`src/rtl/bxu_out_buf_if.sv`:
```
// Capture handshake from the execution unit and byte stream to the sink.
// master = execution unit + sink side, slave = the output buffer.
interface bxu_out_buf_if #(
  parameter int DATA_BITWIDTH = 8,
  parameter int DEPTH_LOG2    = 4
);
  logic [DATA_BITWIDTH-1:0] data_out;
  logic                     io_output_ready;
  logic                     io_output_done;
  logic [DATA_BITWIDTH-1:0] tx_data;
  logic                     tx_valid;
  logic                     tx_ready;
  logic [DEPTH_LOG2:0]      level;
  logic                     full;

  modport master (
    output data_out, io_output_ready, tx_ready,
    input  io_output_done, tx_data, tx_valid, level, full
  );

  modport slave (
    input  data_out, io_output_ready, tx_ready,
    output io_output_done, tx_data, tx_valid, level, full
  );
endinterface

```
`src/rtl/bxu_out_buf.sv`:
```
// Output byte buffer: one capture per io_output_ready assertion period,
// stored in a first-word-fall-through FIFO drained by a valid/ready sink.
module bxu_out_buf #(
  parameter int DATA_BITWIDTH = 8,
  parameter int DEPTH_LOG2    = 4
) (
  input  logic         clk,
  input  logic         rst_n,
  bxu_out_buf_if.slave bus
);
  localparam int DEPTH = 1 << DEPTH_LOG2;
  localparam logic [DEPTH_LOG2:0] PTR_ONE = (DEPTH_LOG2+1)'(1);

  typedef enum logic [1:0] {IDLE, ACK, RELEASE} cap_state_e;

  cap_state_e               state, state_nxt;
  logic [DEPTH_LOG2:0]      wr_ptr, rd_ptr;
  logic [DATA_BITWIDTH-1:0] mem [DEPTH];
  logic                     wr_en, rd_en, empty, full_w, done_q;

  // Extra pointer MSB tells full (MSBs differ) from empty (all equal).
  assign empty  = (wr_ptr == rd_ptr);
  assign full_w = (wr_ptr[DEPTH_LOG2] != rd_ptr[DEPTH_LOG2]) &&
                  (wr_ptr[DEPTH_LOG2-1:0] == rd_ptr[DEPTH_LOG2-1:0]);
  assign rd_en  = !empty && bus.tx_ready;

  always_comb begin
    state_nxt = state;
    wr_en     = 1'b0;
    case (state)
      IDLE: begin
        if (bus.io_output_ready && !full_w) begin
          wr_en     = 1'b1;
          state_nxt = ACK;
        end
      end
      ACK:     state_nxt = RELEASE;
      // Hold here until the request drops so a long request yields one byte.
      RELEASE: if (!bus.io_output_ready) state_nxt = IDLE;
      default: state_nxt = IDLE;
    endcase
  end

  always_ff @(posedge clk or negedge rst_n) begin
    if (!rst_n) begin
      state  <= IDLE;
      done_q <= 1'b0;
      wr_ptr <= '0;
      rd_ptr <= '0;
    end else begin
      state  <= state_nxt;
      done_q <= wr_en;
      if (wr_en) wr_ptr <= wr_ptr + PTR_ONE;
      if (rd_en) rd_ptr <= rd_ptr + PTR_ONE;
    end
  end

  always_ff @(posedge clk) begin
    if (wr_en) mem[wr_ptr[DEPTH_LOG2-1:0]] <= bus.data_out;
  end

  assign bus.io_output_done = done_q;
  assign bus.tx_data        = mem[rd_ptr[DEPTH_LOG2-1:0]];
  assign bus.tx_valid       = !empty;
  assign bus.level          = wr_ptr - rd_ptr;
  assign bus.full           = full_w;
endmodule

```
`src/flat_wrapper.sv`:
```
// flat-port wrapper written by rule: the top's interface ports become plain ports
module bxu_out_buf_flat 
#(
  parameter int DATA_BITWIDTH = 8,
  parameter int DEPTH_LOG2    = 4
)
  (clk, rst_n, bus_data_out, bus_io_output_ready, bus_tx_ready, bus_io_output_done, bus_tx_data, bus_tx_valid, bus_level, bus_full);
  bxu_out_buf_if #(.DATA_BITWIDTH(DATA_BITWIDTH), .DEPTH_LOG2(DEPTH_LOG2)) bus_i ();
  input  logic clk;
  input  logic rst_n;
  input wire logic [$bits(bus_i.data_out)-1:0] bus_data_out;
  input wire logic [$bits(bus_i.io_output_ready)-1:0] bus_io_output_ready;
  input wire logic [$bits(bus_i.tx_ready)-1:0] bus_tx_ready;
  output wire logic [$bits(bus_i.io_output_done)-1:0] bus_io_output_done;
  output wire logic [$bits(bus_i.tx_data)-1:0] bus_tx_data;
  output wire logic [$bits(bus_i.tx_valid)-1:0] bus_tx_valid;
  output wire logic [$bits(bus_i.level)-1:0] bus_level;
  output wire logic [$bits(bus_i.full)-1:0] bus_full;
  assign bus_i.data_out = bus_data_out;
  assign bus_i.io_output_ready = bus_io_output_ready;
  assign bus_i.tx_ready = bus_tx_ready;
  assign bus_io_output_done = bus_i.io_output_done;
  assign bus_tx_data = bus_i.tx_data;
  assign bus_tx_valid = bus_i.tx_valid;
  assign bus_level = bus_i.level;
  assign bus_full = bus_i.full;
  bxu_out_buf #(.DATA_BITWIDTH(DATA_BITWIDTH), .DEPTH_LOG2(DEPTH_LOG2)) u_core (.clk(clk), .rst_n(rst_n), .bus(bus_i));
endmodule
```
`config.mk`:
```
export PLATFORM = sky130hd
export DESIGN_NAME = bxu_out_buf_flat
export DESIGN_NICKNAME = d
export VERILOG_FILES = /design/src/rtl/bxu_out_buf_if.sv /design/src/rtl/bxu_out_buf.sv /design/src/flat_wrapper.sv
export SDC_FILE = /design/constraint.sdc
export NUM_CORES = 1
export LEC_CHECK = 0
export ABC_AREA = 1
export CORE_UTILIZATION = 50
export CTS_BUF_LIST = sky130_fd_sc_hd__clkbuf_8
export DETAILED_ROUTE_END_ITERATION = 12
export PLACE_DENSITY = 0.68
export SLEW_MARGIN = 20
export SYNTH_ARGS = -nofsm -noshare
export SYNTH_HDL_FRONTEND = slang
export SYNTH_SLANG_ARGS = --single-unit
export TNS_END_PERCENT = 5
```
`constraint.sdc`:
```
create_clock -name clk -period 3.29 [get_ports clk]
set_input_delay 0.658 -clock clk [delete_from_list [all_inputs] [get_ports clk]]
set_output_delay 0.658 -clock clk [all_outputs]
set_load 0.03 [all_outputs]
```
==> Yosys cells after proc, flatten, opt, wreduce, memory -nomap -nowiden <==
Memories as Yosys holds them, arrays and structs flattened.
Index checks and enable logic that the tools add are counted.
{ "word_totals": {"ramBits": 128, "out_inout_bits": 16, "register_bits": 13, "mem_count": 1, "input_bits": 12, "wordCells": 29} }
{ "mem_list": {"columns": ["memory", "words", "width", "read_ports", "rd_ports_with_merged_regs", "write_ports", "line_no", "text"], "rows": [
  ["u_core.mem", 16, 8, 1, 0, 1, "bxu_out_buf.sv:18", "logic [DATA_BITWIDTH-1:0] mem [DEPTH];"]
]} }
{ "classes": {"reduce_logical": 7, "mux": 7, "eq_ne": 7, "add_sub_neg": 3} }
{ "op_table": {"columns": ["operator", "n"], "rows": [
  ["adder 5 x 1 -> 5 bit, second input constant", 2],
  ["one-hot mux 2 bit (3 select lines)", 1],
  ["== test 5 bit", 1],
  ["subtractor 5 bit", 1],
  ["== test 4 bit", 1],
  ["2-to-1 mux 1 bit", 4],
  ["2-to-1 mux 2 bit", 2],
  ["logical AND 1 bit", 3],
  ["== test 2 x 1 -> 1 bit, second input constant", 1],
  ["== test 2 bit, second input constant", 1],
  ["logical NOT 1 bit", 2],
  ["logical NOT 2 bit", 1],
  ["inequality test 2 x 1 -> 1 bit, second input constant", 1],
  ["inequality test 2 bit, second input constant", 1],
  ["AND reduction 2 bit", 1],
  ["inequality test 1 bit", 1]
]} }

==> Longest topological paths before layout <==
Gate-level depths: netlist of run 1.
{ "depth": {"ltp_word": 8, "ltp_mapped": 12, "depth_no_buf": 10} }

==> Worst setup path before layout of run 1 <==
No wires, ideal clock.
{ "synth_path": {"kind": "register -> register", "start": "register u_core.rd_ptr[1]", "end": "memory u_core.mem[4][0], enable pin", "slack_ns": 0.827, "path_stages_with_launch": 11, "arrival_ns": 2.079, "n_path_buf": 3, "setup_ns": 0.383, "period_less_slack_ns": 2.463, "required_ns": 2.907, "cell_sequence": "dfrtp_1 -> buf_2 -> inv_2 -> buf_2 -> ha_1 -> nand2_1 -> nor2_1 -> nand3_1 -> nand2_2 -> buf_4 -> nor3_1"} }
{ "synth_between": {"elab_chain_len": 8} }
{ "synth_lines": {"columns": ["item", "line_no", "text"], "rows": [
  ["from (decl)", "bxu_out_buf.sv:17", "logic [DEPTH_LOG2:0] wr_ptr, rd_ptr;"],
  ["from (signal assigned)", "bxu_out_buf.sv:54", "if (rd_en) rd_ptr <= rd_ptr + PTR_ONE;"],
  ["== test 4 bit", "bxu_out_buf.sv:24", "(wr_ptr[DEPTH_LOG2-1:0] == rd_ptr[DEPTH_LOG2-1:0]);"],
  ["logical AND 1 bit", "bxu_out_buf.sv:23", "assign full_w = (wr_ptr[DEPTH_LOG2] != rd_ptr[DEPTH_LOG2]) &&"],
  ["logical NOT 1 bit", "bxu_out_buf.sv:32", "if (bus.io_output_ready && !full_w) begin"],
  ["logical AND 1 bit", "bxu_out_buf.sv:32", null],
  ["2-to-1 mux 1 bit", "bxu_out_buf.sv:32", null],
  ["2-to-1 mux 1 bit", "bxu_out_buf.sv:30", "case (state)"],
  ["2-to-1 mux 1 bit", "bxu_out_buf.sv:59", "if (wr_en) mem[wr_ptr[DEPTH_LOG2-1:0]] <= bus.data_out;"],
  ["2-to-1 mux 1 bit (not written as such)", "bxu_out_buf.sv:59", null],
  ["to (decl)", "bxu_out_buf.sv:18", null]
]} }
No other way between the ends.

==> Worst setup path after layout of run 1 <==
{ "layout_path": {"start": "register u_core.rd_ptr[1]", "end": "output bus_tx_data[3]"} }
{ "layout_between": {"elab_chain_len": 1} }
{ "layout_lines": {"columns": ["item", "line_no", "text"], "rows": [
  ["memory read (16 x 8 bit)", null, null],
  ["to (decl)", "flat_wrapper.sv:15", "output wire logic [$bits(bus_i.tx_data)-1:0] bus_tx_data;"]
]} }
No other way between the ends.

==> results of run 1 <==
cells in the mapped netlist:
library cell               instances
sky130_fd_sc_hd__a21oi_1           2
sky130_fd_sc_hd__buf_2            13
sky130_fd_sc_hd__buf_4             7
sky130_fd_sc_hd__buf_6             3
sky130_fd_sc_hd__clkbuf_1          3
sky130_fd_sc_hd__clkinv_1          1
sky130_fd_sc_hd__dfrtp_1          13
sky130_fd_sc_hd__edfxtp_1        128
sky130_fd_sc_hd__fa_1              1
sky130_fd_sc_hd__ha_1              9
sky130_fd_sc_hd__inv_1           137
sky130_fd_sc_hd__inv_2             4
sky130_fd_sc_hd__nand2_1         217
sky130_fd_sc_hd__nand2_2           2
sky130_fd_sc_hd__nand3_1          88
sky130_fd_sc_hd__nor2_1            4
sky130_fd_sc_hd__nor3_1           15
sky130_fd_sc_hd__nor3b_1           1
sky130_fd_sc_hd__o21ai_0           3
sky130_fd_sc_hd__o21ai_1           5
sky130_fd_sc_hd__xnor2_1           1
sky130_fd_sc_hd__xor2_1            7
sky130_fd_sc_hd__xor2_2            1
stage by stage:
| stage | cell area (um2) | util (%) | cells | hold WS (ns) | power (mW) |
|---|---|---|---|---|---|
| detailed placement | 6990 | 55.2 | 862 | 0.475 | 5.21 |
| CTS | 7450 | 58.8 | 894 | 0.487 | 6.78 |
| finish | 7450 | 58.8 | 894 | 0.483 | 6.78 |
| global placement | 6990 | 55.2 | 862 | 0.466 | 5.14 |
| global route | 7450 | 58.8 | 894 | 0.534 | 7.16 |
| floorplan | 6500 | - | 665 | 0.362 | 4.30 |
flip-flops by register name, indices dropped and copies added (netlist names):
signal	count
u_core.bus.io_output_done	1
u_core.mem	128
u_core.rd_ptr	5
u_core.state	2
u_core.wr_ptr	5
layout make-up:
cell class / count / area (um2) / area share, %
Timing Repair Buffer: 51 / 438 / 5.88
Sequential cell: 141 / 4170 / 56.0
Clock buffer: 17 / 234 / 3.14
Multi-Input combinational cell: 356 / 1640 / 22.0
Tap cell: 172 / 215 / 2.89
Inverter: 142 / 536 / 7.19
Clock inverter: 15 / 220 / 2.96
layout by cell type (no fill, tap or decap), types with 2 or more instances in the layout:
cell / netlist / final
sky130_fd_sc_hd__o21ai_1: 5 / 5
sky130_fd_sc_hd__dfrtp_1: 13 / 11
sky130_fd_sc_hd__inv_6: 0 / 2
sky130_fd_sc_hd__nand3_1: 88 / 88
sky130_fd_sc_hd__inv_1: 137 / 138
sky130_fd_sc_hd__o21ai_0: 3 / 3
sky130_fd_sc_hd__clkdlybuf4s50_1: 0 / 22
sky130_fd_sc_hd__clkinv_2: 0 / 2
sky130_fd_sc_hd__ha_1: 9 / 9
sky130_fd_sc_hd__dfrtp_2: 0 / 2
sky130_fd_sc_hd__edfxtp_1: 128 / 128
sky130_fd_sc_hd__xor2_1: 7 / 7
sky130_fd_sc_hd__nor2_1: 4 / 3
sky130_fd_sc_hd__nand2_2: 2 / 2
sky130_fd_sc_hd__buf_4: 7 / 29
sky130_fd_sc_hd__nand2_1: 217 / 217
sky130_fd_sc_hd__bufinv_16: 0 / 5
sky130_fd_sc_hd__inv_2: 4 / 3
sky130_fd_sc_hd__clkbuf_8: 0 / 17
sky130_fd_sc_hd__a21oi_1: 2 / 2
sky130_fd_sc_hd__nor3_1: 15 / 15
sky130_fd_sc_hd__clkinvlp_4: 0 / 4
where the power goes:
| group | switching (mW) | leakage (nW) | internal, mW | total, mW |
|---|---|---|---|---|
| logic | 1.98 | 1.80 | 0.984 | 2.97 |
| registers | 0.118 | 1.31 | 2.12 | 2.24 |
| clock network | 0.667 | 0.220 | 0.901 | 1.57 |
| total | 2.77 | 3.34 | 4.01 | 6.78 |
routing by layer:
| layer | track usage [%] | vias to the layer above | share of wire, % |
|---|---|---|---|
| li1 | - | 2181 | - |
| met5 | 0 | - | 0 |
| met1 | 30.5 | 2137 | 43 |
| met2 | 37.7 | 160 | 48 |
| met4 | 10.9 | 0 | 2.6 |
| met3 | 5.33 | 27 | 6.3 |
worst reg2reg max path, cell delays in order (launching register included):
cell and delay, ns:
sky130_fd_sc_hd__dfrtp_1 0.39, sky130_fd_sc_hd__inv_2 0.28, sky130_fd_sc_hd__buf_4 0.25, sky130_fd_sc_hd__ha_1 0.26, sky130_fd_sc_hd__nand2_1 0.07, sky130_fd_sc_hd__nor2_1 0.05, sky130_fd_sc_hd__nand3_1 0.11, sky130_fd_sc_hd__nand2_2 0.07
sky130_fd_sc_hd__buf_4 0.20, sky130_fd_sc_hd__nor3_1 0.19, sky130_fd_sc_hd__buf_4 0.25
logic make-up after synthesis:
| logic type | after synthesis | share of synthesized area (%) |
|---|---|---|
| simple gates | 327 | 21.0 |
| flops | 141 | 64.2 |
| fa+ha+maj | 10 | 2.04 |
| compound gates | 10 | 0.770 |
| buf+inv | 168 | 10.7 |
| xor+xnor | 9 | 1.33 |
how the worst min path moves through the flow:
stage | from | endpoint | slack [ns] | cells past startpoint
detailed placement | u_core.state[1]$_DFFE_PN0P_ | u_core.state[1]$_DFFE_PN0P_ | 0.47 | 1
floorplan | rst_n | u_core.bus.io_output_done$_DFF_PN0_ | 0.36 | 0
finish | u_core.state[1]$_DFFE_PN0P_ | u_core.state[1]$_DFFE_PN0P_ | 0.48 | 1
global placement | u_core.state[1]$_DFFE_PN0P_ | u_core.state[1]$_DFFE_PN0P_ | 0.47 | 1
global route | u_core.state[1]$_DFFE_PN0P_ | u_core.state[1]$_DFFE_PN0P_ | 0.53 | 1
CTS | u_core.state[1]$_DFFE_PN0P_ | u_core.state[1]$_DFFE_PN0P_ | 0.49 | 1
==> impl.org, run 1 <==
** Clock network
- The tree is rooted in a sky130_fd_sc_hd__clkbuf_8.
- Clock buffer depth :: 2
- Post-CTS setup buffer count :: 0
- CTS H-Tree Depth :: 4
- Clk slew on worst S/H paths :: 0.07 ns
- Clock latency on the worst-skew pair, taken at its later pin, is 0.44 ns.
- CTS buffer count :: 17
- CTS tree :: built
- Clk sink count :: 141
- After clock tree synthesis, the repair step resized 2 gates.
- For this design, the CTS-stage hold fixing added 0 buffers.

** Critical path
- Among cell families on the critical path, the largest total delay comes from buffers and inverters.
- Cell with the largest stage delay on the worst path :: sky130_fd_sc_hd__clkdlybuf4s50_1
- In this run the critical register-to-register path is launched from u_core.rd_ptr[1]$_DFFE_PN0P_.
- The worst register-to-register path has a depth of 10.
- Count of buffering cells on the critical path with inverters included :: 3
- Worst path required time :: 2.63 ns
- CP Max Fanout :: 18
- Worst reg2reg setup slack :: 0.88 ns
- Worst endpoint data arrival time :: 2.50 ns
- The critical path ends at bus_tx_data[3].
- STA classifies the critical path startpoint as a flip-flop.
- Worst setup startpoint :: u_core.rd_ptr[1]$_DFFE_PN0P_
- CP Depth :: 7
- Largest stage delay on the critical path :: 0.67 ns
- Series of cell instances along the critical path :: inv_2, buf_4, nand2_1, nand3_1, nand3_1, nand2_1, clkdlybuf4s50_1
- By startpoint and endpoint, the worst setup path is classified as reg2out.
- Crit. End Element :: output port
- The worst register-to-register path ends at u_core.mem[11][2]$_DFFE_PP_.

** Routing
- Router iterations before antenna repair :: 5
- The detail route stage leaves a number of antenna-violating nets equal to 0.
- Final routed wire length divided by cell count :: 16.1 um
- The routed design has 14,400 um of wire.
- The routed layout has 4,505 vias.
- Dividing the detail-routed via count by the number of cells gives 5.04.
- In this run, the number of DRC markers left after iteration 0 of detailed routing was 365.
- DRC violation count after routing :: 0

** Logic synthesis
- By area the synthesized netlist is led by sky130_fd_sc_hd__edfxtp_1 59%, sky130_fd_sc_hd__nand2_1 13%, sky130_fd_sc_hd__inv_1 7.9%, sky130_fd_sc_hd__nand3_1 6.8%, sky130_fd_sc_hd__dfrtp_1 5.0%.
- In the synthesized netlist, the number of instances is 665.
- When the netlist entered floorplanning its net count stood at 687.
- For this run, the register share of the synthesized area comes to 64.2%.
- Post-Syn Area :: 6500 um2
- Unique masters post-synth :: 23
- For this run, the number of Yosys warnings is 0.
- In this run the mean area of a mapped cell was 9.77 um2.
- Of all cell types, the one taking the most synthesized area is sky130_fd_sc_hd__edfxtp_1.
- Flip-flop and latch count after synthesis :: 141
- The share of synthesized area in the top cell type comes to 59.1%.

** STA
- The worst path meets setup with 0.134 ns of slack.
- Setup repair after global routing could not meet its margin everywhere.
- Hold Fails Final Rpt :: 0
- Final period utilization :: 95.9%
- Setup violations remaining at the end of the flow were counted as 0.
- Max Freq :: 317 MHz
- Minimum clock period after layout :: 3.16 ns
- The clock arrives with 0.00875 ns of skew.
- Setup TNS :: 0 ns
- Max-slew violation total from the final report :: 0
- Relative slew slack :: 49.8%
- At the pin with the least slew margin, the transition time is 0.751 ns.

** Cells and area
- The post-route netlist has 9.70% of its cells at a drive strength greater than 1.
- The number of antenna diodes in the final layout is 0.
- Number of fill cells in the layout :: 1,074
- Area Growth Syn to Fin :: 14.7%
- In the final design database the tool counted 731 nets.

** Power
- Power spread over the standard cell area amounts to 910 nW/um2.
- Leakage dissipation :: 3.34 nW
- Across the VDD grid, the largest voltage drop is 0.000907 V.

** Floorplanning
- Floorplan die height :: 116 um
- Once the floorplan was initialized, standard cells occupied 51.3% of the core.
- After floorplanning, the core was divided into 41 placement rows.
- Placeable core region :: 12,700 um2
- Ports :: 28
- Floorplan die width :: 116 um
- The floorplan step defined a die boundary enclosing 13,500 um2.

** Placed design
- Worst Setup Slack post-DPL :: 0.449 ns
- Detailed placement finished with a half-perimeter wire length of 9320 um.
- Buffers placed on the I/O ports in this run total 27.
- Routability cong. :: 0.855

** Global route
- GRT Overall Usage :: 23.5%
- Number of global-route vias before repair :: 4,445
- The first global-routing pass estimated 22,900 um of wire.
- GRT Residual Overflow :: 0
- Initial antenna violation count :: 0
- Maximum number of pins on one net before global-route repair :: 36

** Run
- The tool flagged a number of max-cap violations equal to 0.

** Hold path
- The worst hold path belongs to the class reg2reg.

** Outcome
- Outcome :: completed
Note: power is estimated with default switching activity, not from simulation.
==> inputs of run 2 (changes only) <==
- CORE_UTILIZATION: 50 -> 40
- PLACE_DENSITY: 0.68 -> default
==> impl.org, run 2 (synthesized netlist as in run 1, its figures left out) <==
** Outcome
- The run finished with clean final reports.

** STA
- The count of final max-slew check failures is 0 (unchanged).
- Setup TNS :: 0 ns (unchanged)
- Minimum clock period after layout :: 3.04 ns (-0.121 ns)
- The actual slew at the worst max-slew pin was 0.743 ns (-0.00742 ns).
- The final-report setup violation count came to 0 (unchanged).
- Max Freq :: 329 MHz (+4.0%)
- Hold Fails Final Rpt :: 0 (unchanged)
- Worst clock skew on the final layout :: 0.0112 ns (+0.00240 ns)
- The share of the clock period used by the worst path after layout is 92.3% (-3.7 points).
- Post-route worst setup slack :: 0.255 ns (+0.121 ns)
- The worst hold slack came to 0.501 ns (+0.0183 ns).
- Unrepaired setup endpoints after global routing :: no
- Relative slew slack :: 50.3% (+0.50 points)

** Floorplanning
- FP Rows :: 46 (+12%)
- The overall die area is 16,800 um2 (+25%).
- The top-level I/O count is 28 (unchanged).
- Placeable core region :: 15,900 um2 (+25%)
- The horizontal die dimension came to 129 um (+12%).
- Starting density of the core :: 40.9% (-10 points)
- Floorplan die height :: 129 um (+12%)

** Critical path
- Crit path kind :: reg2out
- Worst endpoint data arrival time :: 2.38 ns (-0.12 ns)
- The endpoint required time on the critical path came to 2.63 ns (about the same).
- The delay of the slowest cell on the worst path is 0.41 ns (-0.26 ns).
- The critical-path maximum fanout came to 53 (+35).
- Startpoint type of the worst setup path :: flip-flop
- Among all stages on the critical path, the largest delay is contributed by sky130_fd_sc_hd__dfrtp_2.
- Traced cell by cell, the critical path runs through buf_4, inv_2, buf_12, nand2_1, nand2_1, nand2_1, nand3_1, nand3_1, nand2_1, dlygate4sd2_1.
- The setup slack of the most critical reg-to-reg path was 0.72 ns (-0.16 ns).
- Depth of the worst register-to-register path :: 8 (-2)
- Crit. End Element :: output port
- Capture instance of the worst register-to-register path :: u_core.mem[12][3]$_DFFE_PP_
- The most numerous cell type found on the critical path is sky130_fd_sc_hd__nand2_1.
- The worst register-to-register path begins at u_core.rd_ptr[2]$_DFFE_PN0P_.

** Hold path
- Endpoint with the worst hold slack :: u_core.state[1]$_DFFE_PN0P_
- Worst Min Path Start :: u_core.state[1]$_DFFE_PN0P_
- The cell depth of the worst min-delay path is 1 (unchanged).
- Worst hold path class :: reg2reg

** Global route
- Maximum number of pins on one net before global-route repair :: 54 (+50%)
- The global route total overflow was 0 (unchanged).
- GRT Overall Usage :: 19.5% (-4.0 points)
- The number of antenna violations at the first check in global routing is 0 (unchanged).
- The via count of the first global-routing pass came to 4,391 (-1.2%).
- Wire length of the first global-routing pass :: 23,500 um (+2.4%)

** Routing
- Final routed wire length divided by cell count :: 15.6 um (-3.3%)
- The post-detailed-route DRC marker count was 0 (unchanged).
- Mean number of vias per cell :: 4.70 (-6.8%)
- Residual antenna-violating net count after detailed routing :: 0 (unchanged)
- Routed via count :: 4,412 (-2.1%)
- Final wirelength :: 14,600 um (+1.6%)
- Router iterations before antenna repair :: 5 (unchanged)
- Violation count after the first detailed-routing iteration :: 317 (-13%)

** Run
- The max-capacitance violation count came to 0 (unchanged).

** Cells and area
- The count of nets after finishing was 732 (+0.14%).
- Final Core Density :: 47.4% (-11 points)
- Area Growth Syn to Fin :: 15.8%
- Commonest non-fill, non-tap cell in the layout :: sky130_fd_sc_hd__nand2_1
- The flip-flop count of the largest register, all copies and words added was 128 (unchanged).
- Number of inserted diodes :: 0 (unchanged)
- The top cell types in the final layout, fill and taps aside, are 217 x sky130_fd_sc_hd__nand2_1, 138 x sky130_fd_sc_hd__inv_1, 128 x sky130_fd_sc_hd__edfxtp_1.
- Share of cells above drive strength 1 :: 9.82% (+0.12 points)

** Clock network
- Clock insertion delay at the later pin of the skew report :: 0.45 ns (about the same)
- The maximum clock insertion buffer count came to 2 (unchanged).
- Clock Root Buffer :: sky130_fd_sc_hd__clkbuf_8
- CTS buffer count :: 17 (unchanged)
- TritonCTS built the clock tree.
- CTS H-Tree Depth :: 4 (unchanged)
- Number of buffers inserted by hold repair at cts :: 0 (unchanged)
- Clk slew on worst S/H paths :: 0.08 ns (about the same)
- The number of sinks driven by the clock tree came to 141 (unchanged).

** Placed design
- Worst Setup Slack post-DPL :: 0.424 ns (-0.0252 ns)
- PortBufs :: 27 (unchanged)
- The estimated wirelength of the detail-placed design was 9590 um (+2.9%).
- The final weighted congestion in routability-driven placement is 0.767 (-10%).

** Power
- Pwr/cell area :: 889 nW/um2 (-2.3%)
- Total power consumption of the routed design :: 6.69 mW (-1.3%)
- The worst-case vdd ir drop came to 0.00139 V (+53%).
- Leakage dissipation :: 3.40 nW (+1.9%)
run 2: cell types whose count changed in the layout (fill, tap and decap cells not counted):
cell                              previous run  this run
sky130_fd_sc_hd__clkbuf_8                   17        21
sky130_fd_sc_hd__buf_4                      29        30
sky130_fd_sc_hd__dlymetal6s2s_1              0         4
sky130_fd_sc_hd__bufinv_16                   5         4
sky130_fd_sc_hd__clkinv_2                    2         3
sky130_fd_sc_hd__dlygate4sd2_1               0         4
sky130_fd_sc_hd__inv_6                       2         0
sky130_fd_sc_hd__nor2_1                      3         4
sky130_fd_sc_hd__clkdlybuf4s50_1            22        13
sky130_fd_sc_hd__clkinvlp_4                  4         1
sky130_fd_sc_hd__clkinv_4                    1         2
sky130_fd_sc_hd__buf_12                      0         1
sky130_fd_sc_hd__nor2_2                      1         0
run 2: what timing repair did:
item / 4_1_cts / 5_1_grt
endpoints found under the setup margin: 5 / 4
cloned: 0 / 0
gates resized for setup: 6 / 4
buffers inserted: 0 / 0
run 2: cell type report:
type / instances / area, um2
fill: 1527 / 8360
sequential: 141 / 4170
multi-input combinational: 356 / 1630
inverter: 142 / 536
timing repair buffer: 52 / 460
clock buffer: 21 / 289
tap: 216 / 270
clock inverter: 11 / 164
run 2: how the worst max path moves through the flow:
stage	startpoint	to
6_report	u_core.rd_ptr[0]$_DFFE_PN0P_	bus_tx_data[5]
2_1_floorplan	u_core.rd_ptr[1]$_DFFE_PN0P_	u_core.mem[4][0]$_DFFE_PP_
4_1_cts	u_core.rd_ptr[0]$_DFFE_PN0P_	bus_tx_data[3]
3_5_place_dp	u_core.rd_ptr[2]$_DFFE_PN0P_	bus_tx_valid
3_3_place_gp	u_core.rd_ptr[2]$_DFFE_PN0P_	bus_tx_valid
5_1_grt	u_core.rd_ptr[0]$_DFFE_PN0P_	bus_tx_data[5]
run 2: through the flow:
step,instance area (um2),std cells
final,7520,939
after floorplan,6500,665
after detailed placement,7060,907
after CTS,7510,939
after global routing,7520,939
after global placement,7060,907
run 2: routing by layer:
| layer | vias up | part of all wire, % | global-route usage, % | wire [um] |
|---|---|---|---|---|
| met5 | - | 0 | 0 | 0 |
| met4 | 0 | 1.8 | 8.55 | 258 |
| met3 | 19 | 7.1 | 4.75 | 1040 |
| met2 | 120 | 48 | 31.8 | 7030 |
| met1 | 2092 | 43 | 24.7 | 6310 |
| li1 | 2181 | - | - | - |
run 2: power breakdown:
| part | internal [mW] | switching, mW |
|---|---|---|
| sequential | 2.12 | 0.113 |
| clock | 0.903 | 0.656 |
| combinational | 0.942 | 1.95 |
run 2: worst max-delay path: cells and delay by family (launching register included):
kind / cells / cell delay (ns)
flops: 1 / 0.41
simple gates: 6 / 0.52
buf+inv: 4 / 0.96
